`config.mk`:
```
export PLATFORM = sky130hd
export DESIGN_NAME = stack_mem_master
export DESIGN_NICKNAME = d
export VERILOG_FILES = /design/src/rtl/stack_pkg.sv /design/src/rtl/stack_mem_master.sv
export SDC_FILE = /design/constraint.sdc
export NUM_CORES = 1
export LEC_CHECK = 0
export ABC_CLOCK_PERIOD_IN_PS = 2100
export BUFFER_PORTS_ARGS = -buffer_cell sky130_fd_sc_hd__buf_2
export CAP_MARGIN = 20
export CORE_UTILIZATION = 47
export CTS_CLUSTER_DIAMETER = 30
export DETAILED_ROUTE_END_ITERATION = 6
export PLACE_DENSITY = 0.84
export SYNTH_ARGS = -nofsm -noshare
export SYNTH_HDL_FRONTEND = slang
export SYNTH_SLANG_ARGS = --single-unit
```
`constraint.sdc`:
```
create_clock -name clk -period 2.1 [get_ports clk]
set_input_delay 0.315 -clock clk [delete_from_list [all_inputs] [get_ports clk]]
set_output_delay 0.315 -clock clk [all_outputs]
set_load 0.05 [all_outputs]
```
`src/rtl/stack_pkg.sv`:
```
// Shared definitions for the memory-backed stack master: op encodings,
// controller states and the default stack window.
package stack_pkg;

    localparam int unsigned DATA_W = 8;
    localparam int unsigned ADDR_W = 5;
    localparam int unsigned CNT_W  = 4;

    localparam logic [ADDR_W-1:0] STACK_LO_DEF = 5'd16;
    localparam logic [ADDR_W-1:0] STACK_HI_DEF = 5'd23;

    localparam logic [1:0] OP_PUSH = 2'b00;
    localparam logic [1:0] OP_POP  = 2'b01;
    localparam logic [1:0] OP_PEEK = 2'b10;
    localparam logic [1:0] OP_RSVD = 2'b11;

    typedef enum logic [2:0] {
        S_IDLE,
        S_WR,
        S_RD1,
        S_RD2,
        S_RESP
    } state_t;

endpackage

```
`src/rtl/stack_mem_master.sv`:
```
// Downward-growing stack kept in an external single-port memory; serves one
// PUSH/POP/PEEK request at a time with clean, non-overlapping strobes.
module stack_mem_master
    import stack_pkg::*;
#(
    parameter logic [ADDR_W-1:0] STACK_LO = STACK_LO_DEF,
    parameter logic [ADDR_W-1:0] STACK_HI = STACK_HI_DEF
) (
    input  logic              clk,
    input  logic              rst,
    input  logic              req_valid,
    input  logic [1:0]        req_op,
    input  logic [DATA_W-1:0] req_data,
    output logic              req_ready,
    output logic              resp_valid,
    output logic [DATA_W-1:0] resp_data,
    output logic              resp_err,
    output logic [CNT_W-1:0]  count,
    output logic              memread,
    output logic              memwrite,
    output logic [ADDR_W-1:0] address,
    output logic [DATA_W-1:0] writeData,
    input  logic [DATA_W-1:0] readData
);

    localparam int unsigned      DEPTH   = 32'(STACK_HI) - 32'(STACK_LO) + 32'd1;
    localparam logic [CNT_W-1:0] DEPTH_C = CNT_W'(DEPTH);

    state_t            state;
    state_t            state_n;
    logic [ADDR_W-1:0] sp;
    logic [1:0]        op_q;
    logic              accept;

    assign accept = (state == S_IDLE) && req_valid;

    // Next-state: errors short-circuit straight to the response cycle
    always_comb begin
        state_n = state;
        unique case (state)
            S_IDLE: begin
                if (req_valid) begin
                    unique case (req_op)
                        OP_PUSH:         state_n = (count < DEPTH_C) ? S_WR  : S_RESP;
                        OP_POP, OP_PEEK: state_n = (count != '0)     ? S_RD1 : S_RESP;
                        default:         state_n = S_RESP;
                    endcase
                end
            end
            S_WR:    state_n = S_RESP;
            S_RD1:   state_n = S_RD2;
            S_RD2:   state_n = S_RESP;
            S_RESP:  state_n = S_IDLE;
            default: state_n = S_IDLE;
        endcase
    end

    // All outputs registered from the next state so strobes are glitch-free
    always_ff @(posedge clk or negedge rst) begin
        if (!rst) begin
            state      <= S_IDLE;
            sp         <= STACK_HI;
            count      <= '0;
            op_q       <= OP_PUSH;
            req_ready  <= 1'b1;
            resp_valid <= 1'b0;
            resp_data  <= '0;
            resp_err   <= 1'b0;
            memread    <= 1'b0;
            memwrite   <= 1'b0;
            address    <= '0;
            writeData  <= '0;
        end else begin
            state      <= state_n;
            req_ready  <= (state_n == S_IDLE);
            resp_valid <= (state_n == S_RESP);
            memwrite   <= (state_n == S_WR);
            memread    <= (state_n == S_RD1) || (state_n == S_RD2);

            if (accept) begin
                op_q <= req_op;
            end
            // Address/data only move on the edge where a strobe rises
            if (accept && (state_n == S_WR)) begin
                address   <= sp;
                writeData <= req_data;
            end
            if (accept && (state_n == S_RD1)) begin
                address <= sp + 5'd1;
            end
            if (accept && (state_n == S_RESP)) begin
                resp_err  <= 1'b1;
                resp_data <= '0;
            end

            if (state == S_WR) begin
                sp        <= sp - 5'd1;
                count     <= count + 4'd1;
                resp_err  <= 1'b0;
                resp_data <= '0;
            end
            if (state == S_RD2) begin
                resp_data <= readData;
                resp_err  <= 1'b0;
                if (op_q == OP_POP) begin
                    sp    <= sp + 5'd1;
                    count <= count - 4'd1;
                end
            end
        end
    end

endmodule

```
==> metrics.txt, run 1 <==
run status=completed; Core ar.=4000 um^2; vias in the first global route=1542; Routed WL=4130 um; Die Wd=66.6 um; Initial Utilization=0.490; mean instance size in the synthesized netlist=11.7 um^2; endpoint class of the critical path=flip-flop; critical path peak fanout=9; maximum resistive drop on vdd=740 uV; post-route minimum period=2.04 ns; number of DRC violations after detailed routing=0; ordered list of cells on the worst path=inv_2, ha_4, or3b_4, a211o_1, a21o_2, mux2_4; clock net sink count=40; Worst path max stage delay=0.41 ns; cell family contributing the most delay on the critical path=compound AO/OA/AOI/OAI gates; Skew-Pair Late Insertion Delay=0.30 ns; Main synth FF type=sky130_fd_sc_hd__dfrtp_1; Boundary Pins=51; crit path kind=reg -> reg; number of cells on the worst reg-to-reg path=6; All-Layer GR Usage=0.217; register bit total from synthesis=40; max-cap viol count=0; Wirelength per Cell=14.5 um; total half-perimeter wirelength after legalization and detailed placement=3010 um; Area growth, synth to finish=27.1%; number of H-tree branching levels=2; final clock skew=0.00748 ns; worst path required time=2.29 ns; initial drt markers=119; cell area after technology mapping=1960 um^2; first-pass iteration count of the detailed router=4; initial antenna violation count=0; buffer type at the clock tree root=sky130_fd_sc_hd__clkbuf_8; post-synthesis cell type count=48; vertical extent of the die=66.6 um; net count after synthesis=195; utilization after layout=0.623; headroom to the max-slew limit=0.431; cell type contributing the most total cell area after synthesis=sky130_fd_sc_hd__dfrtp_1; Clk pin slew, worst setup/hold paths=0.08 ns; Mapped Cells=168; setup repair after global routing missed its margin=false; n_diodes=0; gpl congestion=0.853; count of nets after finishing=261; kind of launch point of the worst setup path=flip-flop; post-detailed-route count of antenna-violating nets=0; placement-stage cell area=2370 um^2; final hold violation count=0; highest-count cells in the layout ignoring fill and taps=50 x sky130_fd_sc_hd__buf_2, 33 x sky130_fd_sc_hd__dfrtp_1, 17 x sky130_fd_sc_hd__buf_4, 10 x sky130_fd_sc_hd__inv_1; critical path's slowest cell=sky130_fd_sc_hd__dfrtp_2; CP Buf/Inv Count=1; overall die area=4430 um^2; CTS hold repair buffers=0; slew at the pin closest to its max-slew limit=0.853 ns; total power consumption of the routed design=4590 uW; power density of the placed cells=1840 nW/um^2; port buffer count=50; final non-filler cell total=285; fraction of the yosys area taken by sequential cells=0.514; number of enable-type register cells in the synthesized netlist=0; number of buffers on the longest clock path=2; leakage power total=0.00126 uW; final period utilization=0.972; overall via count from detail_route=1585; clock buffers created by TritonCTS=5; Data arrival, critical path=2.23 ns; number of warnings printed during yosys synthesis=0; post-route design area=2490 um^2; share of post-route cells with drive strength above 1=0.434; async set or reset register ratio after synthesis=1.00; Min-Delay Path Class=in -> async; pin count of the biggest net entering global routing=41; number of pins with negative max-slew slack in the final report=0; first-pass GRT wire length=7020 um; vias per inst=5.56; cell row count=23; Final setup violation count=0; CTS tree=built; global route total overflow=0; Post CTS Setup Buffer Count=0; maximum operating frequency=0.490 GHz; synth top area cells=sky130_fd_sc_hd__dfrtp_1 45%, sky130_fd_sc_hd__dfstp_2 6.7%, sky130_fd_sc_hd__mux2_4 6.1%, sky130_fd_sc_hd__ha_1 3.8%, sky130_fd_sc_hd__a22o_1 3.6%; dpl cells=277; Synth top area share=0.447; cell depth of the worst setup path=6; most common cell after layout, fill and taps aside=sky130_fd_sc_hd__buf_2
[cell usage after synthesis (all sizes together), types with 2 or more instances]
cell and count:
a211o 3, a211oi 3, a21boi 2, a21o 2
a21oi 7, a22o 8, a22oi 2, a32o 3
a41oi 2, and3b 3, buf 5, clkbuf 3
dfrtp 35, dfstp 5, ha 6, inv 12
mux2 8, nand2 7, nand3 2, nand4 2
nand4bb 2, nor2 7, nor3 2, nor3b 2
o211ai 3, o21ai 7, o22ai 2, or3b 2
xnor2 6
[area by class of cell]
type	count	area, um^2
fillers	331	1510
flip-flops and latches	40	1010
multi-input cells	108	888
repair buffers	67	378
clock buffers	6	72.6
well taps	50	62.6
inverters	12	45.0
clock inverters	2	35.0
[power by group]
| part | switching (uW) | total (uW) | leakage [uW] | internal, uW |
|---|---|---|---|---|
| clock | 265 | 617 | 0.0000552 | 353 |
| sequential | 228 | 1400 | 0.000488 | 1170 |
| combinational | 1700 | 2570 | 0.000715 | 876 |
[cells by family (layout without fill, tap and decap cells)]
kind of cell / count (synthesis) / count (layout) / synth area share
compound gates: 49 / 49 / 0.187
flops: 40 / 40 / 0.514
simple gates: 38 / 38 / 0.120
buf+inv: 20 / 87 / 0.0479
mux: 8 / 8 / 0.0613
xor+xnor: 7 / 7 / 0.0313
fa+ha+maj: 6 / 6 / 0.0383
[layer usage]
| layer | vias to the layer above | wire length (um) | global-route usage |
|---|---|---|---|
| met5 | - | 0 | 0 |
| met4 | 0 | 69 | 0.101 |
| met3 | 6 | 189 | 0.0634 |
| met2 | 51 | 1980 | 0.355 |
| met1 | 772 | 1880 | 0.261 |
| li1 | 756 | - | - |
[worst paths after layout]
kind / from / end / slack (ns)
worst min register to register: address[1]$_DFFE_PN0P_ / address[1]$_DFFE_PN0P_ / 0.49
min in group clk: readData[6] / resp_data[6]$_DFFE_PN0P_ / 0.24
worst max register to register: count[0]$_DFF_PN0_ / writeData[6]$_DFFE_PN0P_ / 0.06
max in group asynchronous: rst / count[0]$_DFF_PN0_ / 1.38
worst min-delay path: rst / resp_data[0]$_DFFE_PN0P_ / 0.12
worst max-delay path: count[0]$_DFF_PN0_ / writeData[6]$_DFFE_PN0P_ / 0.06
[stage by stage]
stage	setup slack, ns	TNS, ns	hold slack, ns
finish	0.0578	0	0.124
global route	0.0118	0	0.186
CTS	0.0122	0	0.154
detailed placement	-0.00786	-0.0143	0.473
global placement	0.0435	0	0.465
floorplan	-0.143	-1.16	0.0194
[repair_timing]
item,CTS,global route
gates resized for setup,1,4
gates cloned,0,0
setup endpoints to repair,4,11
[state kept, by name, summed over array words and instances, names as in the netlist]
name,count
address,5
count,4
memread,1
memwrite,1
op_q,2
req_ready,1
resp_data,8
resp_err,1
resp_valid,1
sp,5
state,3
writeData,8
[worst reg2reg max path, delay by kind of cell, from the launching register on]
family	cells	cell delay, ns
compound gates	2	0.60
fa+ha+maj	1	0.14
buf+inv	1	0.08
flops	1	0.41
mux	1	0.33
simple gates	1	0.37
(Power assumes the default switching activity.)
==> run 2: changes to the inputs <==
--- a/config.mk
+++ b/config.mk
@@ -6,12 +6,13 @@
 export NUM_CORES = 1
 export LEC_CHECK = 0
 export ABC_CLOCK_PERIOD_IN_PS = 2100
-export BUFFER_PORTS_ARGS = -buffer_cell sky130_fd_sc_hd__buf_2
+export BUFFER_PORTS_ARGS = -buffer_cell sky130_fd_sc_hd__buf_4
 export CAP_MARGIN = 20
 export CORE_UTILIZATION = 47
 export CTS_CLUSTER_DIAMETER = 30
 export DETAILED_ROUTE_END_ITERATION = 6
-export PLACE_DENSITY = 0.84
+export MAX_ROUTING_LAYER = met4
+export PLACE_DENSITY = 0.75
 export SYNTH_ARGS = -nofsm -noshare
 export SYNTH_HDL_FRONTEND = slang
 export SYNTH_SLANG_ARGS = --single-unit
==> run 2 against run 1 <==
Compared with the run above: highest routed layer unchanged; worst setup slack improved by 0.024 ns; wire length grew 4.5%; largest cell class unchanged; critical endpoint is now writeData[2]$_DFFE_PN0P_; cell count decreased by 0.35%.
==> metrics.txt, run 2 (same netlist as run 1, synthesis figures left out) <==
number of DRC violations after detailed routing=0 (unchanged); kind of launch point of the worst setup path=flip-flop; leakage power total=0.00128 uW (+1.6%); vertical extent of the die=66.6 um (unchanged); Data arrival, critical path=2.20 ns (-0.03 ns); registers with the most flip-flops=resp_data: 8 flops, writeData: 8 flops; All-Layer GR Usage=0.216 (-0.00107); first-pass iteration count of the detailed router=4 (unchanged); gpl congestion=0.803 (-5.9%); port buffer count=50 (unchanged); Switching Power=2230 uW (+1.9%); power density of the placed cells=1800 nW/um^2 (-2.5%); total half-perimeter wirelength after legalization and detailed placement=3140 um (+4.4%); final hold violation count=0 (unchanged); first-pass GRT wire length=6850 um (-2.5%); vias per inst=5.61 (+0.92%); clock buffers created by TritonCTS=5 (unchanged); initial drt markers=63 (-47%); Wirelength per Cell=15.2 um (+4.9%); cell family contributing the most delay on the critical path=compound AO/OA/AOI/OAI gates; Routed WL=4310 um (+4.5%); setup repair after global routing missed its margin=false; switch share=0.478 (+0.00153); n_diodes=0 (unchanged); post-detailed-route count of antenna-violating nets=0 (unchanged); Area growth, synth to finish=32.5%; internal power contribution=2430 uW (+1.3%); Final setup violation count=0 (unchanged); endpoint class of the critical path=flip-flop; total power consumption of the routed design=4670 uW (+1.6%); worst path required time=2.28 ns (about the same); CP Buf/Inv Count=1 (unchanged); global route total overflow=0 (unchanged); CTS tree=built; highest-count cells in the layout ignoring fill and taps=65 x sky130_fd_sc_hd__buf_4, 33 x sky130_fd_sc_hd__dfrtp_1, 10 x sky130_fd_sc_hd__inv_1, 8 x sky130_fd_sc_hd__a22o_1, 8 x sky130_fd_sc_hd__mux2_4; Clk pin slew, worst setup/hold paths=0.08 ns (about the same); Initial Utilization=0.490 (unchanged); vias in the first global route=1491 (-3.3%); maximum operating frequency=0.495 GHz (+1.2%); Seq pwr share=0.309 (+0.004); post-route worst hold slack=0.246 ns (+0.122 ns); setup slack of the most critical reg-to-reg path=0.08 ns (+0.02 ns); overall via count from detail_route=1594 (+0.57%); final period utilization=0.961 (-0.0112); crit path kind=reg -> reg; number of buffers on the longest clock path=2 (unchanged); maximum resistive drop on vdd=952 uV (+29%); slew at the pin closest to its max-slew limit=0.479 ns (-0.375 ns); headroom to the max-slew limit=0.676 (+0.245); overall die area=4430 um^2 (unchanged); number of pins with negative max-slew slack in the final report=0 (unchanged); cell row count=23 (unchanged); count of nets after finishing=260 (-0.38%); final clock skew=0.00477 ns (-0.00271 ns); Skew-Pair Late Insertion Delay=0.29 ns (about the same); Boundary Pins=51 (unchanged); number of H-tree branching levels=2 (unchanged); max-cap viol count=0 (unchanged); ordered list of cells on the worst path=inv_2, ha_4, or3b_1, a211o_1, a21o_2, mux2_4; critical path's slowest cell=sky130_fd_sc_hd__dfrtp_2; initial antenna violation count=0 (unchanged); clock power share=0.107 (-0.027); buffer type at the clock tree root=sky130_fd_sc_hd__clkbuf_8; post-route minimum period=2.02 ns (-0.0236 ns); Core ar.=4000 um^2 (unchanged); share of post-route cells with drive strength above 1=0.427 (-0.00669); Worst path max stage delay=0.41 ns (about the same); Min-Delay Path Class=in -> reg; clock net sink count=40 (unchanged); Die Wd=66.6 um (unchanged); combinational fraction of design power=0.584 (+0.024); critical path peak fanout=9 (unchanged); pin count of the biggest net entering global routing=41 (unchanged); most common cell after layout, fill and taps aside=sky130_fd_sc_hd__buf_4; run status=completed
==> run 2: cell count changes in the layout (fill, tap and decap cells not counted) <==
cell                            previous run  this run
sky130_fd_sc_hd__clkbuf_1                  1         0
sky130_fd_sc_hd__or3b_4                    1         0
sky130_fd_sc_hd__buf_2                    50         0
sky130_fd_sc_hd__a211oi_2                  2         1
sky130_fd_sc_hd__bufinv_16                 1         0
sky130_fd_sc_hd__clkinv_2                  1         2
sky130_fd_sc_hd__buf_4                    17        65
sky130_fd_sc_hd__clkinv_4                  0         1
sky130_fd_sc_hd__a211oi_4                  0         1
sky130_fd_sc_hd__or3b_1                    0         1
sky130_fd_sc_hd__dlygate4sd3_1             0         1
==> run 2: worst register-to-register path, delay by kind of cell (launching register included) <==
family | cells | cell delay (ns)
AO/OA/AOI/OAI | 2 | 0.58
buffers and inverters | 1 | 0.08
multiplexers | 1 | 0.33
adder cells (fa/ha/maj) | 1 | 0.14
flip-flops | 1 | 0.41
AND/OR/NAND/NOR | 1 | 0.36
==> run 2: timing repair <==
item                                    in CTS  in global routing
hold endpoints to repair                    22                  0
resized for setup                            0                  5
hold buffers                                 1                  0
buffers inserted                             0                  0
endpoints found under the setup margin       0                 20
==> run 2: worst paths after layout <==
check,cells after the start,from,end
min reg2reg,2,op_q[1]$_DFFE_PN0P_,op_q[1]$_DFFE_PN0P_
max,6,count[0]$_DFF_PN0_,writeData[2]$_DFFE_PN0P_
min in group asynchronous,2,rst,resp_data[4]$_DFFE_PN0P_
max reg2reg,6,count[0]$_DFF_PN0_,writeData[2]$_DFFE_PN0P_
max in group asynchronous,2,rst,count[0]$_DFF_PN0_
min,2,req_data[6],writeData[6]$_DFFE_PN0P_
==> run 2: cell type report <==
| class | count | area (um^2) |
|---|---|---|
| Sequential cell | 40 | 1010 |
| Inverter | 12 | 45.0 |
| Fill cell | 316 | 1400 |
| Timing Repair Buffer | 66 | 498 |
| Clock buffer | 5 | 68.8 |
| Tap cell | 50 | 62.6 |
| Multi-Input combinational cell | 108 | 893 |
| Clock inverter | 3 | 18.8 |
==> run 2: per-stage QoR <==
step                      cells   util  setup slack (ns)  area [um^2]  TNS [ns]
final                       284  0.649            0.0814         2600         0
after global routing        284  0.649           0.00649         2600         0
after CTS                   284  0.645           0.00521         2580         0
after detailed placement    275  0.621            0.0138         2480         0
after global placement      275  0.621            0.0577         2480         0
after floorplan             168      -            -0.143         1980     -1.16
==> run 2: per-layer routing <==
layer / global-route usage / routed length, um / vias up
met1: 0.261 / 1860 / 786
met5: - / 0 / -
met3: 0.0771 / 246 / 4
li1: - / - / 747
met2: 0.324 / 2160 / 57
met4: 0.0957 / 40 / 0
==> run 2: power by group through the flow <==
stage / Clock, uW / Combinational [uW] / Sequential (uW)
after global routing: 550 / 2910 / 1480
after detailed placement: 0 / 2710 / 1450
after floorplan: 0 / 980 / 2340
after CTS: 514 / 2710 / 1440
after global placement: 0 / 2670 / 1430
final: 498 / 2720 / 1440
==> run 3: changes to the inputs <==
--- a/config.mk
+++ b/config.mk
@@ -12,7 +12,7 @@
 export CTS_CLUSTER_DIAMETER = 30
 export DETAILED_ROUTE_END_ITERATION = 6
 export MAX_ROUTING_LAYER = met4
-export PLACE_DENSITY = 0.75
+export PLACE_DENSITY_LB_ADDON = 0.05
 export SYNTH_ARGS = -nofsm -noshare
 export SYNTH_HDL_FRONTEND = slang
 export SYNTH_SLANG_ARGS = --single-unit
==> run 3 against run 2 <==
Compared with the run above: the flow now finishes with violations (negative hold slack); design area is 1.1% higher; clock power up 37%; worst setup slack got worse by 0.027 ns; critical endpoint is now writeData[7]$_DFFE_PN0P_; clock-buffer cell count rose by 2; sequential share of layout area down 0.43 points; cell count is the same.
==> metrics.txt, run 3 (same netlist as run 1, synthesis figures left out) <==
maximum operating frequency=0.489 GHz (-1.3%); number of DRC violations after detailed routing=0 (unchanged); Clk pin slew, worst setup/hold paths=0.07 ns (about the same); pin count of the biggest net entering global routing=41 (unchanged); utilization after layout=0.656 (+0.00719); highest-count cells in the layout ignoring fill and taps=65 x sky130_fd_sc_hd__buf_4, 33 x sky130_fd_sc_hd__dfrtp_1, 10 x sky130_fd_sc_hd__inv_1, 8 x sky130_fd_sc_hd__a22o_1, 8 x sky130_fd_sc_hd__mux2_4; power density of the placed cells=1850 nW/um^2 (+2.7%); final hold violation count=23 (+23); fill count=330 (+4.4%); initial drt markers=44 (-30%); total half-perimeter wirelength after legalization and detailed placement=3140 um (about the same); dpl cells=275 (unchanged); area taken by flip-flops and latches=1010 um^2 (unchanged); buffer type at the clock tree root=sky130_fd_sc_hd__clkbuf_8; placement-stage cell area=2480 um^2 (unchanged); total power consumption of the routed design=4850 uW (+3.9%); Wirelength per Cell=15.3 um (+0.56%); overall die area=4430 um^2 (unchanged); post-detailed-route count of antenna-violating nets=0 (unchanged); run status=finished, violations left; max-cap viol count=0 (unchanged); first-pass iteration count of the detailed router=4 (unchanged); vertical extent of the die=66.6 um (unchanged); number of pins with negative max-slew slack in the final report=0 (unchanged); gpl congestion=0.855 (+6.5%); post-route worst hold slack=-0.00767 ns (-0.253 ns); setup slack of the most critical reg-to-reg path=0.05 ns (-0.03 ns); vias in the first global route=1482 (-0.60%); post-route minimum period=2.05 ns (+0.0270 ns); slew at the pin closest to its max-slew limit=0.531 ns (+0.0525 ns); number of H-tree branching levels=2 (unchanged); vias per inst=5.49 (-2.3%); overall via count from detail_route=1558 (-2.3%); area of the multi-input gates=893 um^2 (unchanged); final clock skew=0.00971 ns (+0.00493 ns); endpoint class of the critical path=flip-flop; Routed WL=4340 um (+0.56%); Die Wd=66.6 um (unchanged); port buffer count=50 (unchanged); global route total overflow=0 (unchanged); most common cell after layout, fill and taps aside=sky130_fd_sc_hd__buf_4; crit path kind=reg -> reg; final period utilization=0.974 (+0.0129); Skew-Pair Late Insertion Delay=0.29 ns (about the same); leakage power total=0.00129 uW (+0.89%); Core ar.=4000 um^2 (unchanged); worst path required time=2.28 ns (about the same); cell row count=23 (unchanged); Min-Delay Path Class=in -> async; clock buffers created by TritonCTS=5 (unchanged); source of the worst register-to-register timing path=count[0]$_DFF_PN0_; worst setup path startpoint=count[0]$_DFF_PN0_; Initial Utilization=0.490 (unchanged); registers with the most flip-flops=resp_data: 8 flops, writeData: 8 flops; Final setup violation count=0 (unchanged); n_diodes=0 (unchanged); Area growth, synth to finish=34.0%; All-Layer GR Usage=0.216 (about the same); Data arrival, critical path=2.22 ns (+0.02 ns); Post CTS Setup Buffer Count=0 (unchanged); kind of launch point of the worst setup path=flip-flop; number of buffers on the longest clock path=2 (unchanged); CTS tree=built; setup repair after global routing missed its margin=true; initial antenna violation count=0 (unchanged); count of nets after finishing=260 (unchanged); clock net sink count=40 (unchanged); post-route design area=2630 um^2 (+1.1%); Boundary Pins=51 (unchanged); critical path peak fanout=9 (unchanged); share of post-route cells with drive strength above 1=0.432 (+0.00427); headroom to the max-slew limit=0.641 (-0.0355); first-pass GRT wire length=6910 um (+0.80%); final non-filler cell total=284 (unchanged); failing checks=negative hold slack; maximum resistive drop on vdd=903 uV (-5.1%)
[run 3: critical path, stage by stage (launching register included)]
cell	delay [ns]
sky130_fd_sc_hd__dfrtp_2	0.41
sky130_fd_sc_hd__inv_2	0.08
sky130_fd_sc_hd__ha_4	0.14
sky130_fd_sc_hd__or3b_1	0.37
sky130_fd_sc_hd__a211o_1	0.30
sky130_fd_sc_hd__a21o_2	0.31
sky130_fd_sc_hd__mux2_4	0.33
[run 3: layout make-up]
class	instances	area share
Inverter	12	0.0172
Clock inverter	1	0.0114
Multi-Input combinational cell	109	0.340
Sequential cell	40	0.385
Timing Repair Buffer	65	0.186
Tap cell	50	0.0238
Clock buffer	7	0.0367
[run 3: stage by stage]
step	hold WS, ns	worst slack, ns	TNS, ns
after CTS	0.00483	0.0138	0
after detailed placement	0.321	-0.0118	-0.0704
after floorplan	0.0194	-0.143	-1.16
final	-0.00767	0.0544	0
after global routing	0.0318	0.00250	0
after global placement	0.306	0.0372	0
[run 3: path summary, 6_finish.rpt]
path                                                 end  cells past startpoint
worst min register to register    address[1]$_DFFE_PN0P_                      1
worst max-delay path            writeData[7]$_DFFE_PN0P_                      6
min in group clk                writeData[4]$_DFFE_PN0P_                      2
worst min-delay path            resp_data[3]$_DFFE_PN0P_                      1
worst max register to register  writeData[7]$_DFFE_PN0P_                      6
max in group asynchronous             count[0]$_DFF_PN0_                      1
[run 3: report_power, final]
group / switching, uW / total (uW) / internal [uW]
sequential: 253 / 1430 / 1170
clock: 261 / 681 / 419
combinational: 1700 / 2740 / 1040
[run 3: repair_timing]
item	4_1_cts	5_1_grt
hold buffers	0	0
cloned	0	1
endpoints found under the hold margin	0	0
endpoints found under the setup margin	8	11
pin swaps	0	2
gates resized for setup	1	4
[run 3: routing by layer]
metal  global-route usage  up-vias  wire (um)
met4               0.0718        0         50
met2                0.352       44       2130
li1                     -      752          -
met5                    -        -          0
met3               0.0462        7        226
met1                0.267      755       1930
